===== src/rtl/shift_seq_pkg.sv =====
// Shared encodings for the shift-register sequencer: operation modes and FSM states.
package shift_seq_pkg;

    localparam logic [1:0] MODE_SHL = 2'b00;
    localparam logic [1:0] MODE_SHR = 2'b01;
    localparam logic [1:0] MODE_ROL = 2'b10;
    localparam logic [1:0] MODE_ROR = 2'b11;

    localparam logic [1:0] ST_IDLE  = 2'd0;
    localparam logic [1:0] ST_SHIFT = 2'd1;
    localparam logic [1:0] ST_DONE  = 2'd2;

    // Left-moving modes emit the MSB, right-moving modes emit the LSB.
    function automatic logic mode_is_left(input logic [1:0] m);
        return (m == MODE_SHL) || (m == MODE_ROL);
    endfunction

endpackage


===== src/rtl/shift_reg_core.sv =====
// WIDTH-bit register built from per-bit DFF stages with async active-low clear.
// Provides the post-shift value so the controller can capture the final result.
module shift_reg_core
    import shift_seq_pkg::*;
#(
    parameter int WIDTH = 4
) (
    input  logic             clk,
    input  logic             rst_n,
    input  logic             load,
    input  logic [WIDTH-1:0] load_data,
    input  logic             shift,
    input  logic [1:0]       mode,
    input  logic             ser_in,
    output logic [WIDTH-1:0] q,
    output logic [WIDTH-1:0] q_next,
    output logic             ser_out
);

    logic [WIDTH-1:0] q_q;
    logic [WIDTH-1:0] q_d;
    logic [WIDTH-1:0] shifted;

    always_comb begin
        shifted = q_q;
        unique case (mode)
            MODE_SHL: shifted = {q_q[WIDTH-2:0], ser_in};
            MODE_SHR: shifted = {ser_in, q_q[WIDTH-1:1]};
            MODE_ROL: shifted = {q_q[WIDTH-2:0], q_q[WIDTH-1]};
            MODE_ROR: shifted = {q_q[0], q_q[WIDTH-1:1]};
            default:  shifted = q_q;
        endcase
    end

    always_comb begin
        q_d = q_q;
        if (load) begin
            q_d = load_data;
        end else if (shift) begin
            q_d = shifted;
        end
    end

    for (genvar i = 0; i < WIDTH; i++) begin : g_stage
        always_ff @(posedge clk or negedge rst_n) begin
            if (!rst_n) begin
                q_q[i] <= 1'b0;
            end else begin
                q_q[i] <= q_d[i];
            end
        end
    end

    assign q       = q_q;
    assign q_next  = shifted;
    assign ser_out = mode_is_left(mode) ? q_q[WIDTH-1] : q_q[0];

endmodule


===== src/rtl/shift_seq_ctrl.sv =====
// Sequencer: accepts a word, runs WIDTH shift/rotate steps at one step per DIV
// cycles, then holds the result until the consumer accepts it.
module shift_seq_ctrl
    import shift_seq_pkg::*;
#(
    parameter int WIDTH = 4,
    parameter int DIV   = 1
) (
    input  logic             clk,
    input  logic             reset,
    input  logic             start_valid,
    output logic             start_ready,
    input  logic [WIDTH-1:0] din,
    input  logic [1:0]       mode,
    input  logic             ser_in,
    output logic             ser_out,
    output logic             shift_en,
    output logic [WIDTH-1:0] q,
    output logic             busy,
    output logic [WIDTH-1:0] dout,
    output logic             dout_valid,
    input  logic             dout_ready,
    output logic [1:0]       dbg_state
);

    // Handshakes: a transfer happens on a rising edge where valid and ready are
    // both high; valid never depends on ready, and dout_valid holds until taken.

    localparam int DCW = $clog2(DIV + 1);
    localparam int SCW = $clog2(WIDTH + 1);

    logic [1:0]       state_q, state_d;
    logic [1:0]       mode_q, mode_d;
    logic [DCW-1:0]   div_cnt_q, div_cnt_d;
    logic [SCW-1:0]   step_cnt_q, step_cnt_d;
    logic [WIDTH-1:0] dout_q, dout_d;

    logic             start_fire;
    logic             last_step;
    logic [WIDTH-1:0] core_q_next;
    logic             core_ser_out;

    assign start_fire = start_valid && (state_q == ST_IDLE);
    assign shift_en   = (state_q == ST_SHIFT) && (div_cnt_q == DCW'(DIV - 1));
    assign last_step  = shift_en && (step_cnt_q == SCW'(WIDTH - 1));

    always_comb begin
        state_d    = state_q;
        mode_d     = mode_q;
        div_cnt_d  = div_cnt_q;
        step_cnt_d = step_cnt_q;
        dout_d     = dout_q;
        unique case (state_q)
            ST_IDLE: begin
                if (start_valid) begin
                    state_d    = ST_SHIFT;
                    mode_d     = mode;
                    div_cnt_d  = '0;
                    step_cnt_d = '0;
                end
            end
            ST_SHIFT: begin
                if (shift_en) begin
                    div_cnt_d  = '0;
                    step_cnt_d = step_cnt_q + 1'b1;
                    if (last_step) begin
                        state_d = ST_DONE;
                        dout_d  = core_q_next;
                    end
                end else begin
                    div_cnt_d = div_cnt_q + 1'b1;
                end
            end
            ST_DONE: begin
                if (dout_ready) begin
                    state_d = ST_IDLE;
                end
            end
            default: state_d = ST_IDLE;
        endcase
    end

    always_ff @(posedge clk or negedge reset) begin
        if (!reset) begin
            state_q    <= ST_IDLE;
            mode_q     <= MODE_SHL;
            div_cnt_q  <= '0;
            step_cnt_q <= '0;
            dout_q     <= '0;
        end else begin
            state_q    <= state_d;
            mode_q     <= mode_d;
            div_cnt_q  <= div_cnt_d;
            step_cnt_q <= step_cnt_d;
            dout_q     <= dout_d;
        end
    end

    shift_reg_core #(.WIDTH(WIDTH)) u_core (
        .clk       (clk),
        .rst_n     (reset),
        .load      (start_fire),
        .load_data (din),
        .shift     (shift_en),
        .mode      (mode_q),
        .ser_in    (ser_in),
        .q         (q),
        .q_next    (core_q_next),
        .ser_out   (core_ser_out)
    );

    assign start_ready = (state_q == ST_IDLE);
    assign busy        = (state_q == ST_SHIFT) || (state_q == ST_DONE);
    assign dout_valid  = (state_q == ST_DONE);
    assign dout        = dout_q;
    assign ser_out     = (state_q == ST_SHIFT) ? core_ser_out : 1'b0;
    assign dbg_state   = state_q;

endmodule


===== config.mk =====
export PLATFORM = sky130hd
export DESIGN_NAME = shift_seq_ctrl
export DESIGN_NICKNAME = d
export VERILOG_FILES = /design/src/rtl/shift_seq_pkg.sv /design/src/rtl/shift_reg_core.sv /design/src/rtl/shift_seq_ctrl.sv
export SDC_FILE = /design/constraint.sdc
export NUM_CORES = 1
export LEC_CHECK = 0
export ABC_AREA = 1
export BUFFER_PORTS_ARGS = -buffer_cell sky130_fd_sc_hd__buf_2
export CAP_MARGIN = 0
export CORE_AREA = 3 3 55 57
export DETAILED_ROUTE_END_ITERATION = 10
export DIE_AREA = 0 0 58 60
export GPL_ROUTABILITY_DRIVEN = 0
export GPL_TIMING_DRIVEN = 0
export SKIP_LAST_GASP = 1
export SYNTH_ARGS = -nofsm -noshare
export SYNTH_HDL_FRONTEND = slang
export SYNTH_SLANG_ARGS = --single-unit

===== constraint.sdc =====
create_clock -name clk -period 3.25 [get_ports clk]
set_input_delay 0.65 -clock clk [delete_from_list [all_inputs] [get_ports clk]]
set_output_delay 0.65 -clock clk [all_outputs]
set_load 0.02 [all_outputs]

# After elaboration in Yosys (flattened, before gate mapping)
# Cells that the tools add are included.
# totals
register_bits	16
input_bits	11
output_inout_bits	15
elab_cells	52
# op_classes
addsub	2
n_eq_ne	10
muxes	16
bitwise	1
n_reduce_logical	14
# op_table
operator	n
case mux 4 bit (4 select lines)	1
2-to-1 mux 2 bit	4
2-to-1 mux 4 bit	2
equality test 2 bit (second input constant)	3
2-to-1 mux 3 bit	2
inequality test 2 bit (second input constant)	3
case mux 2 bit (3 select lines)	1
case mux 3 bit (2 select lines)	1
AND reduction 3 bit	2
equality test 2 x 1 -> 1 bit (second input constant)	2
zero test 2 bit	2
2-to-1 mux 1 bit	4
AND reduction 2 bit	2
AND reduction 4 bit	1
nonzero test 2 bit	2
adder 3 x 1 -> 3 bit (second input constant)	1
equality test 3 x 2 -> 1 bit (second input constant)	1
logical AND 1 bit	3
logical OR 1 bit	2
inequality test 2 x 1 -> 1 bit (second input constant)	1
case mux 1 bit (2 select lines)	1
adder 1 bit (second input constant)	1
inverter 1 bit	1

# Depth between registers and ports, before layout
# Gate-level depths: netlist (run 1).
# depth
word_depth	6
depth_mapped	8
mapped_depth_nobuf	8

# Cells and area by module
# From an unflattened synthesis (run 1), not the netlist that was laid out.
# unflattened
hier_cells	121
hier_area_um2	882.1
# by_module_without_submodules
mod	instances	cells_per_inst	area_per_inst_um2	seq_area_each_um2
shift_seq_ctrl	1	78	616.8	300.3
shift_reg_core	1	43	265.3	100.1

# Least setup slack after synthesis (run 1)
# OpenSTA, ideal clock, no wires.
# synth_path
kind	reg-to-output
start	register state_q[1] (netlist: dbg_state[1])
end	output ser_out
arrival_time_ns	1.240
required_time_ns	2.600
setup_slack_ns	1.360
path_stages_with_launch	5
path_buffers	0
cell_sequence	dfrtp_1 > inv_1 > ha_1 > inv_1 > a21oi_1
# synth_via
elab_chain_cells	2
# synth_rtl
element	line	text
from (decl)	shift_seq_ctrl.sv:32	logic [1:0] state_q, state_d;
from (signal assigned)	shift_seq_ctrl.sv:91	state_q <= state_d;
equality test 2 x 1 -> 1 bit	shift_seq_ctrl.sv:116	assign ser_out = (state_q == ST_SHIFT) ? core_ser_out : 1'b0;
2-to-1 mux 1 bit	shift_seq_ctrl.sv:116	
to (decl)	shift_seq_ctrl.sv:16	output logic ser_out,
# No other way between the ends.

# Final worst setup path (run 1)
# Same ends and word-level chain as after synthesis.

==> metrics list, run 1 <==
- PD cells: 1023 nW/um^2
- TritonCTS clock tree: done
- Die W: 58 um
- Worst Path Arrival: 1.50 ns
* Vias in the first global route: 730
* CP Class: reg -> out
- Static power due to leakage: 0.0005992 uW
- Share of Yosys cell area claimed by the top area cell type: 0.4533
- Total Power Consumption: 1093 uW
* Clk_lat worst skew: 0.28 ns
- Measured against its own limit, the worst slew margin works out to 0.7493.
- Residual antenna-violating net count after detailed routing: 0
- Switching Power: 552.7 uW
* Die outline height: 60 um
- Across the run, the number of max-cap violations was 0.
* Multi-input logic area: 415.4 um^2
- STA puts the critical path data required time at 2.60 ns.
* Remaining design rule violation count: 0
* Number of antenna violations at the first check in global routing: 0
- The share of the Yosys chip area taken by registers is 0.4533.
* Global-route wire length before repair: 3146 um
- Number of instances resized during post-cts repair: 0
- Worst reg2reg path endpoint: dbg_state[1]
- Synthesis instantiated 17 different standard cells from the library.
- Largest net degree at the start of global routing: 17
* Clock skew: 0.001896 ns
- The cell sitting at the root of the clock tree is a sky130_fd_sc_hd__clkbuf_4.
- The worst hold path belongs to the class in -> async.
* Final Hold Violating Endpoints: 0
- Clock-pin slew was measured on the worst setup and hold paths at 0.09 ns.
- Number of fill cells: 284
* Worst slack at placement: 1.420 ns
* Time the final worst path needs with I/O delays and setup: 2.151 ns
* Summed negative setup slack over all endpoints: 0 ns
- The setup check on the worst reg-to-reg path leaves a slack of 1.85 ns.
* Worst Setup Start Kind: flop
* Syn_nets: 132
- Measured on the finished design, the core utilization comes to 0.4236.
* Share of total power in combinational logic: 0.575
- Area of the mapped netlist: 883.3 um^2
- Peak supply drop: 0.4627 mV
* Seq cells post-synth: 16
- # hold bufs at CTS: 0
- Cell-internal power: 540.5 uW
* Routed length per placed instance: 10.96 um
- Across the whole layout, storage elements account for 400.4 um^2.
- Avg Inst Size Synth: 7.615 um^2
- CP Capture Type: output pin
* Estimated wirelength of the detail-placed design: 1527 um
- Relative to the synthesized area, the layout overhead comes to 20.96%.
* Die area: 3480 um^2
* Effective utilization at floorplan: 0.3502
* Number of instances in the synthesized netlist: 116
* Number of DRC markers in iteration 0: 31
- Global router's overall resource usage: 0.1183
* Post-layout net count: 162
- Via total after detailed routing: 775
- Commonest non-fill, non-tap cells in the layout: 46 x sky130_fd_sc_hd__nand2_1, 25 x sky130_fd_sc_hd__buf_2, 16 x sky130_fd_sc_hd__dfrtp_1
- Setup repair after global routing missed its margin: false
* Number of input and output port buffers inserted: 25
* Timing-limited maximum frequency: 464.8 MHz
- Maximum fanout along the worst path: 5
- For this run, the number of Yosys warnings is 0.
- Instance area at placement: 1046 um^2
* Outcome: finished clean
* Share of the clock period used by the worst path: 0.6620
* Largest buffer count on any clock path: 2
* Routed wire length: 1907 um
- Summing all non-filler instances in the final layout gives an area of 1069 um^2.
- The core region is 2522 um^2.
- Global-route congestion overflow total: 0
* DRT Pass-1 Iters: 5
- During I/O placement, the number of pins put on the boundary was 26.
- Of the total power, the clock network draws 0.094.
- In the routed layout, each cell is associated on average with a via count of 4.454.
* Most frequent standard cell in the layout excluding fill and tap cells: sky130_fd_sc_hd__nand2_1
- Clock buffers created by TritonCTS: 3
- Ratio of cells with drive above 1 in the final layout: 0.2569
- Fraction of power spent switching nets: 0.5056
* Std-Cell Rows: 18
- Num Clock Sinks: 16
- The share of total power dissipated in sequential elements is 0.332.
- The biggest area contributor in the post-synthesis netlist is sky130_fd_sc_hd__dfrtp_1.
- Buffers added to address setup during post-CTS repair amount to 0.
- The worst path meets setup with 1.099 ns of slack.
- For the pin with the worst max-slew slack, the measured transition is 0.3761 ns.
- The startpoint identified for the worst register-to-register timing path is dbg_state[0].
- CTS H-Tree Depth: 1
- The number of antenna diodes in the final layout is 0.
- Number of endpoints failing setup at the final stage: 0
- By area the synthesized netlist is led by sky130_fd_sc_hd__dfrtp_1 45%, sky130_fd_sc_hd__nand2_1 20%, sky130_fd_sc_hd__ha_1 7.1%.
- Max Transition Viols Final: 0
- The number of cells on the worst reg-to-reg path is 8.
[critical path, stage by stage (launching register included)]
cell and delay (ns):
sky130_fd_sc_hd__dfrtp_1 0.42, sky130_fd_sc_hd__inv_1 0.09, sky130_fd_sc_hd__ha_1 0.28, sky130_fd_sc_hd__inv_1 0.12
sky130_fd_sc_hd__a21oi_1 0.13, sky130_fd_sc_hd__buf_2 0.18
[power groups by stage]
stage	Combinational, uW	Clock [uW]	Sequential, uW
floorplan	402	0	421
global placement	628	0	361
detailed placement	635	0	365
CTS	637	108	361
global route	709	117	373
finish	628	103	363
[metrics by stage]
step | cells | hold slack, ns
after CTS | 174 | 0.2786
after floorplan | 116 | 0.3544
after detailed placement | 171 | 0.4648
final | 174 | 0.2687
after global routing | 174 | 0.2767
after global placement | 171 | 0.4503
[cell usage after synthesis]
cell type,number
sky130_fd_sc_hd__a21oi_1,1
sky130_fd_sc_hd__clkinv_1,1
sky130_fd_sc_hd__dfrtp_1,16
sky130_fd_sc_hd__ha_1,5
sky130_fd_sc_hd__inv_1,14
sky130_fd_sc_hd__inv_2,3
sky130_fd_sc_hd__nand2_1,46
sky130_fd_sc_hd__nand2_2,2
sky130_fd_sc_hd__nand2_4,1
sky130_fd_sc_hd__nand3_1,9
sky130_fd_sc_hd__nand3b_1,1
sky130_fd_sc_hd__nor2_1,6
sky130_fd_sc_hd__nor2_4,2
sky130_fd_sc_hd__o211ai_1,2
sky130_fd_sc_hd__o21ai_0,4
sky130_fd_sc_hd__o21ai_1,2
sky130_fd_sc_hd__o21ai_2,1
[registers in the layout (all words and copies together), names as in the netlist]
register,count
div_cnt_q,1
mode_q,2
step_cnt_q,3
dbg_state,2
dout,4
u_core.q,4
[kinds of logic after synthesis]
family	Yosys count	share of synthesized area
compound gates	10	0.06656
fa+ha+maj	5	0.07082
buf+inv	18	0.07648
flops	16	0.4533
simple gates	67	0.3329
[layout make-up]
| cell class | count | area share |
|---|---|---|
| Clock buffer | 3 | 0.02108 |
| Inverter | 18 | 0.06323 |
| Multi-Input combinational cell | 82 | 0.3888 |
| Sequential cell | 16 | 0.3747 |
| Tap cell | 30 | 0.03513 |
| Timing Repair Buffer | 25 | 0.1171 |
[worst max path at each step]
stage	start	to	slack, ns	depth (start not counted)
6_report	dbg_state[1]	ser_out	1.10	5
5_1_grt	dbg_state[1]	ser_out	0.94	5
4_1_cts	dbg_state[1]	ser_out	1.09	5
3_5_place_dp	dbg_state[1]	ser_out	1.42	5
3_3_place_gp	dbg_state[1]	ser_out	1.43	5
2_1_floorplan	dbg_state[1]	ser_out	1.36	4
[routing by layer]
layer,vias to the layer above,part of all wire,track usage
met5,-,0,0
met4,0,0.0068,0.02980
met3,2,0.047,0.03888
met2,13,0.48,0.1952
met1,343,0.46,0.1493
li1,417,-,-
(Power assumes the default switching activity.)
==> run 2, diff against run 1 <==
--- a/config.mk
+++ b/config.mk
@@ -5,7 +5,7 @@
 export SDC_FILE = /design/constraint.sdc
 export NUM_CORES = 1
 export LEC_CHECK = 0
-export ABC_AREA = 1
+export ABC_AREA = 0
 export BUFFER_PORTS_ARGS = -buffer_cell sky130_fd_sc_hd__buf_2
 export CAP_MARGIN = 0
 export CORE_AREA = 3 3 55 57
==> constraint.sdc (replaced) <==
create_clock -name clk -period 2.1 [get_ports clk]
set_input_delay 0.42 -clock clk [delete_from_list [all_inputs] [get_ports clk]]
set_output_delay 0.42 -clock clk [all_outputs]
set_load 0.02 [all_outputs]
==> run 2 against run 1 <==
Effect of this change:
- first-iteration DRC count shrank 68%
- highest routed layer unchanged
- via count shrank 8.6%
- area after synthesis grew 2.5%
==> metrics list, run 2 <==
- Clock Tree Root: sky130_fd_sc_hd__clkbuf_4
- Die outline height: 60 um (unchanged)
* Routed length per placed instance: 12.55 um (+14%)
* CTS H-Tree Depth: 1 (unchanged)
- The flow ran to the end, and the final reports show no timing, DRC or antenna violations.
- Estimated wirelength of the detail-placed design: 1403 um (-8.1%)
- The post-synth design cell area is 905.9 um^2 (+2.5%).
* CP Class: reg -> out
* Max_cap viols: 0 (unchanged)
- Number of post-CTS setup repair buffers: 0 (unchanged)
- The required time of the critical path was 1.68 ns (-0.92 ns).
- PnR worst setup slack: 0.1431 ns (-0.9555 ns)
- Worst reg2reg path endpoint: dbg_state[0]
- Num Clock Sinks: 16 (unchanged)
* Ratio of cells with drive above 1 in the final layout: 0.3707 (+0.1137)
* Ys async rst share: 1.000 (unchanged)
- Capture point of the critical path: shift_en
* Peak supply drop: 0.7477 mV (+62%)
- In the post-synthesis netlist, the cell with the most instances is sky130_fd_sc_hd__dfrtp_1.
- Seq cells post-synth: 16 (unchanged)
- The diode insertion count for antenna repair came to 0 (unchanged).
* Global-route layer with the greatest usage: met2
- Core Box Area: 2522 um^2 (unchanged)
- Most area-consuming cells after synthesis: sky130_fd_sc_hd__dfrtp_1 44%, sky130_fd_sc_hd__ha_1 6.9%, sky130_fd_sc_hd__mux2i_1 5.5%
* Maximum fanout along the worst path: 9 (+4)
* Rel. slew slack: 0.7522 (+0.002912)
- The setup TNS after final layout is 0 ns (unchanged).
- The net count of the finished layout is 133 (-18%).
* TritonCTS clock tree: done
- Cell with the largest stage delay on the worst path: sky130_fd_sc_hd__dfrtp_1
* Library cell with the largest summed area after synthesis: sky130_fd_sc_hd__dfrtp_1
- The global-route met2 utilization came to 0.1694 (-0.02581).
- The worst-case clock buffer depth was 2 (unchanged).
- The net count of the mapped netlist came to 103 (-22%).
- Effective utilization at floorplan: 0.3591 (+0.008929)
- Cells along the critical path: inv_1 -> ha_1 -> buf_4 -> nand2b_1 -> buf_6 -> inv_6 -> buf_2
* Largest net degree at the start of global routing: 17 (unchanged)
- Number of antenna violations at the first check in global routing: 0 (unchanged)
* Avg Inst Size Synth: 10.41 um^2 (+37%)
- In the synthesized netlist the dominant register cell turns out to be sky130_fd_sc_hd__dfrtp_1.
- Global-route wire length before repair: 3105 um (-1.3%)
* Remaining design rule violation count: 0 (unchanged)
* Global router's overall resource usage: 0.1177 (-0.0006156)
- The final cell count without fillers was 146 (-16%).
- The iteration count of the initial detailed-routing pass is 3 (-2).
* Number of DRC markers in iteration 0: 10 (-68%)
- Setup repair after global routing left no endpoint under its margin.
- Number of instances in the synthesized netlist: 87 (-25%)
- The startpoint identified for the worst register-to-register timing path is dbg_state[0].
- I/O pin total: 26 (unchanged)
- The clock tree skew after final layout is 0.001101 ns (-0.0007955 ns).
- Most frequent standard cell in the layout excluding fill and tap cells: sky130_fd_sc_hd__buf_2
* Number of instances resized during post-cts repair: 0 (unchanged)
* Met1 Usage GRT: 0.1633 (+0.01401)
- Number of fill cells: 263 (-7.4%)
- # hold bufs at CTS: 0 (unchanged)
- The post-synthesis sequential area ratio is 0.4420 (-0.01127).
- Actual transition at the worst max-transition pin: 0.3717 ns (-0.004368 ns)
* Global-route congestion overflow total: 0 (unchanged)
- P&R area growth vs syn: 21.96%
- Std-Cell Rows: 18 (unchanged)
- Routed wire length: 1832 um (-3.9%)
- The area of the multi-input gates was 440.4 um^2 (+6.0%).
- STA classifies the critical path startpoint as a flop.
- The die area was 3480 um^2 (unchanged).
- Subtracting the final worst setup slack from the clock period gives 1.957 ns.
- STA classifies the critical path endpoint as an output pin.
- The count of final setup violators is 0 (unchanged).
- Timing-limited maximum frequency: 511.0 MHz
* Routing usage on met3: 0.04752 (+0.008639)
- Ranked by instance count, the synthesized netlist is headed by 16 x sky130_fd_sc_hd__dfrtp_1, 9 x sky130_fd_sc_hd__nand2_1, 8 x sky130_fd_sc_hd__o21ai_0, 7 x sky130_fd_sc_hd__nor2_1, 6 x sky130_fd_sc_hd__a21oi_1.
- Worst Path Arrival: 1.54 ns (+0.04 ns)
* Clock buffers created by TritonCTS: 3 (unchanged)
* Max Transition Viols Final: 0 (unchanged)
* Vias per Instance: 4.849 (+8.9%)
- Launching element of the worst setup path: dbg_state[1]
- The depth of the worst register-to-register path was 6 (-2).
* PD cells: 1712 nW/um^2 (+67%)
* Clk_lat worst skew: 0.29 ns (about the same)
- Commonest non-fill, non-tap cells in the layout: 25 x sky130_fd_sc_hd__buf_2, 16 x sky130_fd_sc_hd__dfrtp_1, 9 x sky130_fd_sc_hd__nand2_1
* Residual antenna-violating net count after detailed routing: 0 (unchanged)
- Share of the clock period used by the worst path: 0.9319
- The cell total after placement is 142 (-17%).
- The sequential cell area came to 400.4 um^2 (unchanged).
- The via count of the first global-routing pass came to 691 (-5.3%).
- The number of synthesized flops with an enable pin was 0 (unchanged).
* Static power due to leakage: 0.0005608 uW (-6.4%)
- Share of Yosys cell area claimed by the top area cell type: 0.4420 (-0.01127)
* Setup slack of the most critical reg-to-reg path: 0.30 ns (-1.55 ns)
- The tightest min-delay check is of the in -> async type.
- The worst slack at placement is 0.3160 ns (-1.104 ns).
* Cell variety after synth: 28 (+11)
- Die W: 58 um (unchanged)
- The detailed-route via count is 708 (-8.6%).
* Yosys Warn Count: 0 (unchanged)
- The number of buffers added on ports was 25 (unchanged).
* Clock input transition at the sequential cells of the worst setup and hold paths: 0.10 ns (about the same)
* Final Hold Violating Endpoints: 0 (unchanged)
* Worst path max stage delay: 0.41 ns (about the same)
==> run 2: worst min-delay path by stage <==
stage,startpoint,endpoint,slack (ns)
6_report,reset,dout[3],0.03
5_1_grt,reset,dout[3],0.04
4_1_cts,reset,dout[3],0.03
3_5_place_dp,reset,dout[0],0.36
3_3_place_gp,reset,dout[0],0.36
2_1_floorplan,reset,dbg_state[0],0.12
==> run 2: logic make-up after synthesis <==
group                      count (synthesis)  share of synthesized area
muxes                                      9                     0.1050
DFF                                       16                     0.4420
AOI/OAI and AO/OA                         24                     0.1796
adders and majority gates                  5                    0.06906
buffers and inverters                      9                    0.07182
and+or+nand+nor                           24                     0.1326
==> run 2: layout make-up <==
type / instances / share of cell area
Buffer: 4 / 0.03737
Timing Repair Buffer: 25 / 0.1133
Inverter: 5 / 0.02152
Sequential cell: 16 / 0.3624
Multi-Input combinational cell: 62 / 0.3986
Tap cell: 30 / 0.03398
Clock buffer: 4 / 0.03284
==> run 2: critical path: cells and delay by family, from the launching register on <==
family	cells	cell delay, ns
buf+inv	5	0.62
flops	1	0.41
fa+ha+maj	1	0.14
simple gates	1	0.07
==> run 2: through the flow <==
| stage | area [um^2] | utilization | power [uW] | hold WS, ns |
|---|---|---|---|---|
| floorplan | 905.9 | - | 1413 | 0.1244 |
| global placement | 1069 | 0.4236 | 1688 | 0.3574 |
| detailed placement | 1069 | 0.4236 | 1705 | 0.3597 |
| CTS | 1105 | 0.4380 | 1924 | 0.02660 |
| global route | 1105 | 0.4380 | 2052 | 0.03980 |
| finish | 1105 | 0.4380 | 1892 | 0.02979 |
==> run 2: power breakdown <==
group          internal [uW]  switching [uW]
combinational            481             630
clock                    106             103
sequential               447             124
==> run 2: routing by layer <==
metal | wire length, um | part of all wire
met1 | 902 | 0.49
met2 | 783 | 0.43
met3 | 138 | 0.075
met4 | 7 | 0.0038
met5 | 0 | 0
==> run 3, diff against run 2 <==
--- a/config.mk
+++ b/config.mk
@@ -8,9 +8,9 @@
 export ABC_AREA = 0
 export BUFFER_PORTS_ARGS = -buffer_cell sky130_fd_sc_hd__buf_2
 export CAP_MARGIN = 0
-export CORE_AREA = 3 3 55 57
+export CORE_AREA = 3 3 52 54
 export DETAILED_ROUTE_END_ITERATION = 10
-export DIE_AREA = 0 0 58 60
+export DIE_AREA = 0 0 55 57
 export GPL_ROUTABILITY_DRIVEN = 0
 export GPL_TIMING_DRIVEN = 0
 export SKIP_LAST_GASP = 1
==> run 3 against run 2 <==
Effect of this change:
- critical path type unchanged
- count of clock-buffer cells in the layout fell by 1
- largest power group unchanged
- critical endpoint unchanged
- largest cell class unchanged
- flip-flop and latch count did not move
- critical path depth unchanged
==> metrics list, run 3 (synthesis results as in run 2) <==
- Storage cell area: 400.4 um^2 (unchanged)
* Worst Setup Start Kind: flop
- Vias per Instance: 4.937 (+1.8%)
- The I/O pin count was 26 (unchanged).
- CTS H-Tree Depth: 1 (unchanged)
- The global router's overall resource usage is 0.1430 (+0.02533).
- Effective utilization at floorplan: 0.4018 (+0.04265)
- Multi-input logic area: 440.4 um^2 (unchanged)
* Largest net degree at the start of global routing: 17 (unchanged)
- Part of the power in registers: 0.304 (+0.002)
- The die outline height was 57 um (-5.0%).
* Via total after detailed routing: 706 (-0.28%)
* Number of DRC markers in iteration 0: 1 (-9)
- Number of post-CTS setup repair buffers: 0 (unchanged)
* TritonCTS clock tree: done
* Number of input and output port buffers inserted: 25 (unchanged)
- Clock skew: 0.002544 ns (+0.001444 ns)
* Final Hold Violating Endpoints: 0 (unchanged)
* Ratio of cells with drive above 1 in the final layout: 0.3652 (-0.005472)
- Fraction of power spent switching nets: 0.4636 (+0.01028)
- The timing-limited maximum frequency is 513.5 MHz (+0.48%).
* CP Class: reg -> out
- The post-detailed-route DRC marker count is 0 (unchanged).
* Core Box Area: 2255 um^2 (-11%)
- P&R area growth vs syn: 20.17%
* Routed length per placed instance: 12.62 um (+0.54%)
* Most frequent standard cell in the layout excluding fill and tap cells: sky130_fd_sc_hd__buf_2
- Num Clock Sinks: 16 (unchanged)
- Die W: 55 um (-5.2%)
- The peak supply drop was 0.6849 mV (-8.4%).
- Rel. slew slack: 0.7510 (-0.001155)
- Maximum fanout along the worst path: 9 (unchanged)
* Std-Cell Rows: 17 (-1)
* PD cells: 1704 nW/um^2 (-0.46%)
- Estimated wirelength of the detail-placed design: 1386 um (-1.2%)
* Vias in the first global route: 743 (+7.5%)
- The leakage dissipation is 0.0005536 uW (-1.3%).
- The global route total overflow is 0 (unchanged).
- Clk_lat worst skew: 0.29 ns (about the same)
- Path class of the lowest-slack min-delay path: in -> async
* Post-layout net count: 133 (unchanged)
* Share of total power in combinational logic: 0.603 (+0.015)
* Outcome: finished clean
- Switching Power: 860.2 uW (+0.30%)
- Max Transition Viols Final: 0 (unchanged)
- Worst Path Arrival: 1.53 ns (about the same)
* Required time at the endpoint of the critical path: 1.68 ns (about the same)
* Number of instances resized during post-cts repair: 0 (unchanged)
- The clock edge transition at the registers on the reported setup and hold paths is 0.10 ns (about the same).
* # hold bufs at CTS: 0 (unchanged)
- Die area: 3135 um^2 (-9.9%)
- The total wire length was 1804 um (-1.5%).
- Actual transition at the worst max-transition pin: 0.3735 ns (+0.001733 ns)
* Commonest non-fill, non-tap cells in the layout: 25 x sky130_fd_sc_hd__buf_2, 16 x sky130_fd_sc_hd__dfrtp_1, 9 x sky130_fd_sc_hd__nand2_1
* Global-route wire length before repair: 3277 um (+5.5%)
* Number of antenna violations at the first check in global routing: 0 (unchanged)
- Clock network fraction of total power: 0.093 (-0.017)
- Summed negative setup slack over all endpoints: 0 ns (unchanged)
- Clock Tree Root: sky130_fd_sc_hd__clkbuf_4
- The remaining antenna violation count was 0 (unchanged).
- The worst-case clock buffer depth is 2 (unchanged).
* Max_cap viols: 0 (unchanged)
* Cell-internal power: 995.1 uW (-3.8%)
- The number of filler cells placed in the layout came to 241 (-8.4%).
- Setup repair after global routing left no endpoint under its margin.
* CP Capture Type: output pin
- Number of endpoints failing setup at the final stage: 0 (unchanged)
- Diodes inserted: 0 (unchanged)
- Share of the clock period used by the worst path: 0.9274 (-0.004457)
- The iteration count of the initial detailed-routing pass came to 3 (unchanged).
* Time the final worst path needs with I/O delays and setup: 1.948 ns (-0.009359 ns)
- Clock buffers created by TritonCTS: 3 (unchanged)
* Total Power Consumption: 1855 uW (-1.9%)
==> run 3: changes by cell type in the layout (fill, tap and decap cells not counted), sizes merged <==
cell	change
clkbuf	-1
==> run 3: power by group through the flow <==
| stage | Clock (uW) | Sequential, uW | Combinational (uW) |
|---|---|---|---|
| after floorplan | 0 | 671 | 742 |
| after global placement | 0 | 568 | 1110 |
| after detailed placement | 0 | 573 | 1130 |
| after CTS | 180 | 566 | 1130 |
| after global routing | 189 | 589 | 1260 |
| final | 172 | 565 | 1120 |
==> run 3: final cells by class <==
type | count | area share
timing repair buffer | 25 | 0.1149
clock buffer | 3 | 0.02069
multi-input combinational | 62 | 0.4046
tap | 28 | 0.03218
sequential | 16 | 0.3678
buffer | 4 | 0.03793
inverter | 5 | 0.02184
==> run 3: layer usage <==
layer	GRT usage	vias to the layer above	part of all wire
met4	0.08333	0	0.027
met1	0.1746	324	0.44
li1	-	362	-
met2	0.2264	15	0.48
met5	0	-	0
met3	0.02872	5	0.055
==> run 3: worst max-delay path, cell delays in order (launching register included) <==
cell and delay, ns:
sky130_fd_sc_hd__dfrtp_1 0.40, sky130_fd_sc_hd__inv_1 0.10, sky130_fd_sc_hd__ha_1 0.15, sky130_fd_sc_hd__buf_4 0.15, sky130_fd_sc_hd__nand2b_1 0.07, sky130_fd_sc_hd__buf_6 0.14, sky130_fd_sc_hd__inv_6 0.06, sky130_fd_sc_hd__buf_2 0.16
==> run 3: path summary, 6_finish.rpt <==
kind                                   start            to  slack, ns  cells after the start
worst max-delay path            dbg_state[1]      shift_en       0.15                      7
worst min-delay path                   reset       dout[2]       0.02                      1
worst max register to register  dbg_state[0]  dbg_state[0]       0.27                      6
worst min register to register       dout[2]       dout[2]       0.48                      2
max in group asynchronous              reset   u_core.q[0]       1.81                      1
min in group clk                      din[2]   u_core.q[2]       0.32                      3
==> run 3: through the flow <==
step / cells / utilization / cell area [um^2] / setup slack (ns) / hold slack [ns]
2_1_floorplan: 87 / - / 905.9 / 0.1582 / 0.1244
3_3_place_gp: 140 / 0.4728 / 1066 / 0.3183 / 0.3632
3_5_place_dp: 140 / 0.4728 / 1066 / 0.2866 / 0.3601
4_1_cts: 143 / 0.4828 / 1089 / 0.1411 / 0.02769
5_1_grt: 143 / 0.4828 / 1089 / 0.04514 / 0.04037
6_report: 143 / 0.4828 / 1089 / 0.1525 / 0.02271
